File: config.mk
export PLATFORM = sky130hd
export DESIGN_NAME = bit_serializer
export DESIGN_NICKNAME = d
export VERILOG_FILES = /design/src/rtl/bit_serializer.sv
export SDC_FILE = /design/constraint.sdc
export NUM_CORES = 1
export LEC_CHECK = 0
export CAP_MARGIN = 15
export CORE_ASPECT_RATIO = 1.75
export CORE_MARGIN = 2
export CORE_UTILIZATION = 39
export CTS_BUF_LIST = sky130_fd_sc_hd__clkbuf_2
export DETAILED_ROUTE_END_ITERATION = 10
export PLACE_DENSITY_LB_ADDON = 0.12
export SETUP_SLACK_MARGIN = 0.15
export SLEW_MARGIN = 15
export SYNTH_ARGS = -nofsm -noshare
export SYNTH_HDL_FRONTEND = slang
export SYNTH_SLANG_ARGS = --single-unit
File: constraint.sdc
create_clock -name clk -period 2.7 [get_ports clk]
set_input_delay 0.675 -clock clk [delete_from_list [all_inputs] [get_ports clk]]
set_output_delay 0.675 -clock clk [all_outputs]
set_load 0.1 [all_outputs]
File: src/rtl/bit_serializer.sv
// Parallel-to-serial front end: WIDTH-bit words in over valid/ready, MSB-first bit stream out,
// with a one-word holding register for gapless streaming. Define SER_PARITY_EN to append an even-parity bit.
module bit_serializer #(
  parameter int WIDTH = 8
) (
  input  logic             clk,
  input  logic             reset,
  input  logic [WIDTH-1:0] data_in,
  input  logic             valid,
  output logic             ready,
  output logic             dout,
  output logic             dout_valid,
  output logic             frame_done,
  output logic             busy
);

  localparam int CW = $clog2(WIDTH + 1);
`ifdef SER_PARITY_EN
  localparam int LAST = WIDTH;
`else
  localparam int LAST = WIDTH - 1;
`endif
  localparam logic [CW-1:0] LAST_CNT = CW'(LAST);
  localparam logic [CW-1:0] CNT_ZERO = CW'(0);
  localparam logic [CW-1:0] CNT_ONE  = CW'(1);

  typedef enum logic [0:0] {
    S_IDLE  = 1'b0,
    S_SHIFT = 1'b1
  } state_e;

  state_e           state_q, state_d;
  logic [WIDTH-1:0] sh_q, sh_d;
  logic [CW-1:0]    cnt_q, cnt_d;
  logic [WIDTH-1:0] hold_q, hold_d;
  logic             hold_full_q, hold_full_d;
  logic             accept_s;
  logic             last_s;
  logic             load_s;
  logic [WIDTH-1:0] load_word_s;
  logic             shift_in_s;
`ifdef SER_PARITY_EN
  logic             par_q, par_d;
`endif

  function automatic logic even_parity(input logic [WIDTH-1:0] w);
    return ^w;
  endfunction

  assign accept_s = valid && !hold_full_q;
  assign last_s   = (state_q == S_SHIFT) && (cnt_q == CNT_ZERO);

  // The parity bit enters at bit 0 on every shift so it reaches the MSB exactly one cycle after the LSB.
`ifdef SER_PARITY_EN
  assign shift_in_s = par_q;
`else
  assign shift_in_s = 1'b0;
`endif

  // Next-state logic: routing of accepted words, shifting and hold transfer
  always_comb begin
    state_d     = state_q;
    sh_d        = sh_q;
    cnt_d       = cnt_q;
    hold_d      = hold_q;
    hold_full_d = hold_full_q;
    load_s      = 1'b0;
    load_word_s = data_in;
`ifdef SER_PARITY_EN
    par_d       = par_q;
`endif
    case (state_q)
      S_IDLE: begin
        if (accept_s) begin
          load_s      = 1'b1;
          load_word_s = data_in;
        end else begin
          load_s      = 1'b0;
        end
      end
      S_SHIFT: begin
        if (last_s) begin
          if (hold_full_q) begin
            load_s      = 1'b1;
            load_word_s = hold_q;
            hold_full_d = 1'b0;
          end else if (accept_s) begin
            load_s      = 1'b1;
            load_word_s = data_in;
          end else begin
            state_d = S_IDLE;
            sh_d    = {WIDTH{1'b0}};
          end
        end else begin
          sh_d  = {sh_q[WIDTH-2:0], shift_in_s};
          cnt_d = cnt_q - CNT_ONE;
          if (accept_s) begin
            hold_d      = data_in;
            hold_full_d = 1'b1;
          end else begin
            hold_full_d = hold_full_q;
          end
        end
      end
      default: begin
        state_d     = S_IDLE;
        sh_d        = {WIDTH{1'b0}};
        cnt_d       = CNT_ZERO;
        hold_full_d = 1'b0;
      end
    endcase
    if (load_s) begin
      sh_d    = load_word_s;
      cnt_d   = LAST_CNT;
      state_d = S_SHIFT;
`ifdef SER_PARITY_EN
      par_d   = even_parity(load_word_s);
`endif
    end else begin
      state_d = state_d;
    end
  end

  // State, shifter and holding register
  always_ff @(posedge clk or negedge reset) begin
    if (!reset) begin
      state_q     <= S_IDLE;
      sh_q        <= {WIDTH{1'b0}};
      cnt_q       <= CNT_ZERO;
      hold_q      <= {WIDTH{1'b0}};
      hold_full_q <= 1'b0;
`ifdef SER_PARITY_EN
      par_q       <= 1'b0;
`endif
    end else begin
      state_q     <= state_d;
      sh_q        <= sh_d;
      cnt_q       <= cnt_d;
      hold_q      <= hold_d;
      hold_full_q <= hold_full_d;
`ifdef SER_PARITY_EN
      par_q       <= par_d;
`endif
    end
  end

  // Outputs decode flops only, so an asynchronous reset clears them at once.
  assign ready      = !hold_full_q;
  assign dout_valid = (state_q == S_SHIFT);
  assign dout       = (state_q == S_SHIFT) ? sh_q[WIDTH-1] : 1'b0;
  assign frame_done = last_s;
  assign busy       = (state_q == S_SHIFT) || hold_full_q;

endmodule
==> results.md, run 1 <==
- F_max: 419 MHz
- CP max stage delay: 0.46 ns
- Routed Antenna Nets: 0
- Die Span X: 45.2 um
- Hold_buf cts: 0
- Endpoints failing hold: 0
- Clock sinks: 22
- Drt drc: 0
- TritonCTS clock tree: yes
- Slowest CP cell: dfrtp_1
- P&R area growth vs syn: 18.5%
- Die height: 76.1 um
- Max-slew headroom: 62.4%
- Hold crit path type: reg -> reg
- Port bufs: 15
- Sequential area share after synthesis: 47.6%
- Core area: 2860 um^2
- Final non-filler cell total: 142
- MaxCap Viol Count: 0
- Rows: 26
- Slew @ Worst Pin: 0.564 ns
- Hold depth: 1
- Hold Startpoint: hold_q[6]$_DFFE_PN0P_
- CP top delay family: flip-flops
- First-pass GRT wire length: 4.02 mm
- Critical R2R Capture: hold_q[6]$_DFFE_PN0P_
- Post-synthesis cell count: 96
- Classification of the worst setup path: reg -> out
- Post-DP HPWL: 1.64 mm
- Int Pwr: 846 uW
- Io pins: 16
- CTS clk-pin slew, worst paths: 0.18 ns
- CP Data Required Time: 2.03 ns
- Drt total wl: 2.36 mm
- Post-synth design cell area: 1160 um^2
- Placed cells: 137
- Yosys reg bits: 22
- Period utilization: 88.5%
- Distinct cell type count after synthesis: 28
- Final Power: 1430 uW
- RePlAce Congestion: 0.771
- Top cell type by total area after synthesis: dfrtp_1
- Cts bufs inserted: 3
- Ys Warns: 0
- Resize count post-CTS: 0
- Synthesized net count: 109
- Slew Viols, Final: 0
- Diode count: 0
- Clock network power share: 8.4%
- Net switching power: 588 uW
- Routed vias: 810
- Overflow left after global routing: 0
- Final setup margin: 0.311 ns
- Pre-CTS setup slack: 0.438 ns
- Reg power frac: 42.3%
- Tot GR Track Use: 15.3%
- Vias in the first global route: 825
- Final setup viols: 0
- CP max FO: 5
- Reg-to-Reg Start: cnt_q[0]$_DFFE_PN0P_
- Crit start category: register
- R2R cell count: 7
- Skew-Pair Late Insertion Delay: 0.31 ns
- RSZ-0062 raised after global routing: no
- Hold EP: hold_q[6]$_DFFE_PN0P_
- Buffers & Inverters on Critical Path: 2
- DR pass1 iterations: 6
- Die area: 3440 um^2
- Crit path time final: 2.39 ns
- Avg WL per Cell: 16.6 um
- Final #Nets: 129
- Htree depth: 1
- Leak pwr: 0.000590 uW
- Outcome: finished clean
- Comb pwr share: 49.3%
- Initial antenna violation count: 0
- Switching Share: 41.0%
- Clock Path Buffers: 2
- Via density: 5.70
- Clock Skew: 0.0137 ns
- Sum Neg Setup Slack: 0 ns
- Worst Path Arrival: 1.71 ns
- Worst IR Drop VDD: 0.511 mV
- Clock Tree Root: clkbuf_2
- Avg Inst Size Synth: 12.1 um^2
- Largest cells by area after synthesis: dfrtp_1 48%, mux2_4 10%, mux2i_1 6.9%
- Hold Slack: 0.541 ns
- Initial Util: 40.4%
- Share of post-route cells with drive strength above 1: 22.8%
- Area share of the largest cell type after synthesis: 47.6%
- Crit path capture type: output pin
- R2r setup slk: 0.60 ns
- Power per cell area: 1050 nW/um^2
- CP cell instances: inv_1 -> ha_1 -> nand3b_1 -> nor2_4 -> buf_12
- Largest net degree at the start of global routing: 23
- Initial DRC count: 19
power by group through the flow:
stage / clock network, uW / logic, uW / registers, uW
global placement: 0 / 681 / 609
floorplan: 0 / 672 / 625
finish: 121 / 708 / 606
CTS: 129 / 695 / 606
detailed placement: 0 / 691 / 612
global route: 141 / 771 / 629
cell type report:
class                           instances  area (um^2)
Multi-Input combinational cell         65          568
Fill cell                             266         1490
Inverter                                4         15.0
Tap cell                               28         35.0
Clock buffer                            3         15.0
Timing Repair Buffer                   20          188
Sequential cell                        22          551
through the flow:
stage	util (%)	area, um^2
floorplan	-	1170
global placement	46.9	1340
detailed placement	46.9	1340
CTS	47.4	1360
global route	47.9	1370
finish	47.9	1370
flip-flops by register name (all words and copies together), names as in the netlist:
name	flops
sh_q	8
cnt_q	4
hold_q	8
hold_full_q	1
dout_valid	1
cells by family (layout without fill, tap and decap cells):
kind of cell	count (synthesis)	after routing	synth area share [%]
mux	16	16	17.3
flops	22	22	47.6
compound gates	26	26	17.8
simple gates	21	21	11.0
buf+inv	9	27	4.11
fa+ha+maj	2	2	2.16
layout by cell type, fill, tap and decap left out, types with 2 or more instances in the layout:
cell	Yosys	routed
a21oi_1	5	5
a221o_1	7	7
buf_4	1	9
clkbuf_2	0	3
clkdlybuf4s50_1	0	10
dfrtp_1	22	22
ha_1	2	2
inv_1	4	4
mux2_4	8	8
mux2i_1	8	8
nand2_1	4	4
nor2_1	6	5
nor3_2	2	2
nor4b_1	2	2
o21ai_0	2	2
o2bb2ai_1	7	7
metal layers:
layer  up-vias  share of wire [%]  track usage (%)
met3         2                2.7             1.42
met4         0                1.1             6.18
met5         -                  0                0
li1        399                  -                -
met2        19                 51             23.9
met1       390                 45             21.2
timing repair:
action | 4_1_cts | 5_1_grt
setup buffers | 0 | 2
endpoints found under the setup margin | 0 | 1
endpoints found under the hold margin | 0 | 0
synth_stat cells:
library cell and n:
a21oi_1 5, a221o_1 7, a22o_1 1, a22oi_1 1, and2_1 2, buf_2 2
buf_4 1, buf_6 1, clkbuf_1 1, dfrtp_1 22, ha_1 2, inv_1 4
mux2_4 8, mux2i_1 8, nand2_1 4, nand2b_1 1, nand2b_4 1, nand3b_1 1
nor2_1 6, nor2b_1 1, nor3_2 2, nor4_1 1, nor4b_1 2, o21a_1 1
o21ai_0 2, o2bb2ai_1 7, o31ai_1 1, o32ai_1 1
worst reg2reg max path, cell delays in order (launching register included):
cell and delay (ns):
dfrtp_1 0.46, inv_1 0.08, ha_1 0.28, nand2b_4 0.10, o21a_1 0.38, and2_1 0.19, buf_4 0.21, mux2_4 0.32
worst max-delay path by stage:
stage / cells after the start / endpoint / startpoint
floorplan: 2 / frame_done / dout_valid$_DFF_PN0_
global placement: 6 / sh_q[5]$_DFFE_PN0P_ / valid
detailed placement: 6 / sh_q[5]$_DFFE_PN0P_ / valid
CTS: 3 / frame_done / dout_valid$_DFF_PN0_
global route: 5 / frame_done / cnt_q[0]$_DFFE_PN0P_
finish: 5 / frame_done / cnt_q[0]$_DFFE_PN0P_
Note: power is estimated with default switching activity, not from simulation.
==> run 2: changes to the inputs <==
--- a/config.mk
+++ b/config.mk
@@ -13,6 +13,7 @@
 export DETAILED_ROUTE_END_ITERATION = 10
 export PLACE_DENSITY_LB_ADDON = 0.12
 export SETUP_SLACK_MARGIN = 0.15
+export SKIP_CTS_REPAIR_TIMING = 1
 export SLEW_MARGIN = 15
 export SYNTH_ARGS = -nofsm -noshare
 export SYNTH_HDL_FRONTEND = slang
==> results of run 2 <==
Final layout, timing and power as in run 1 (identical DEF).
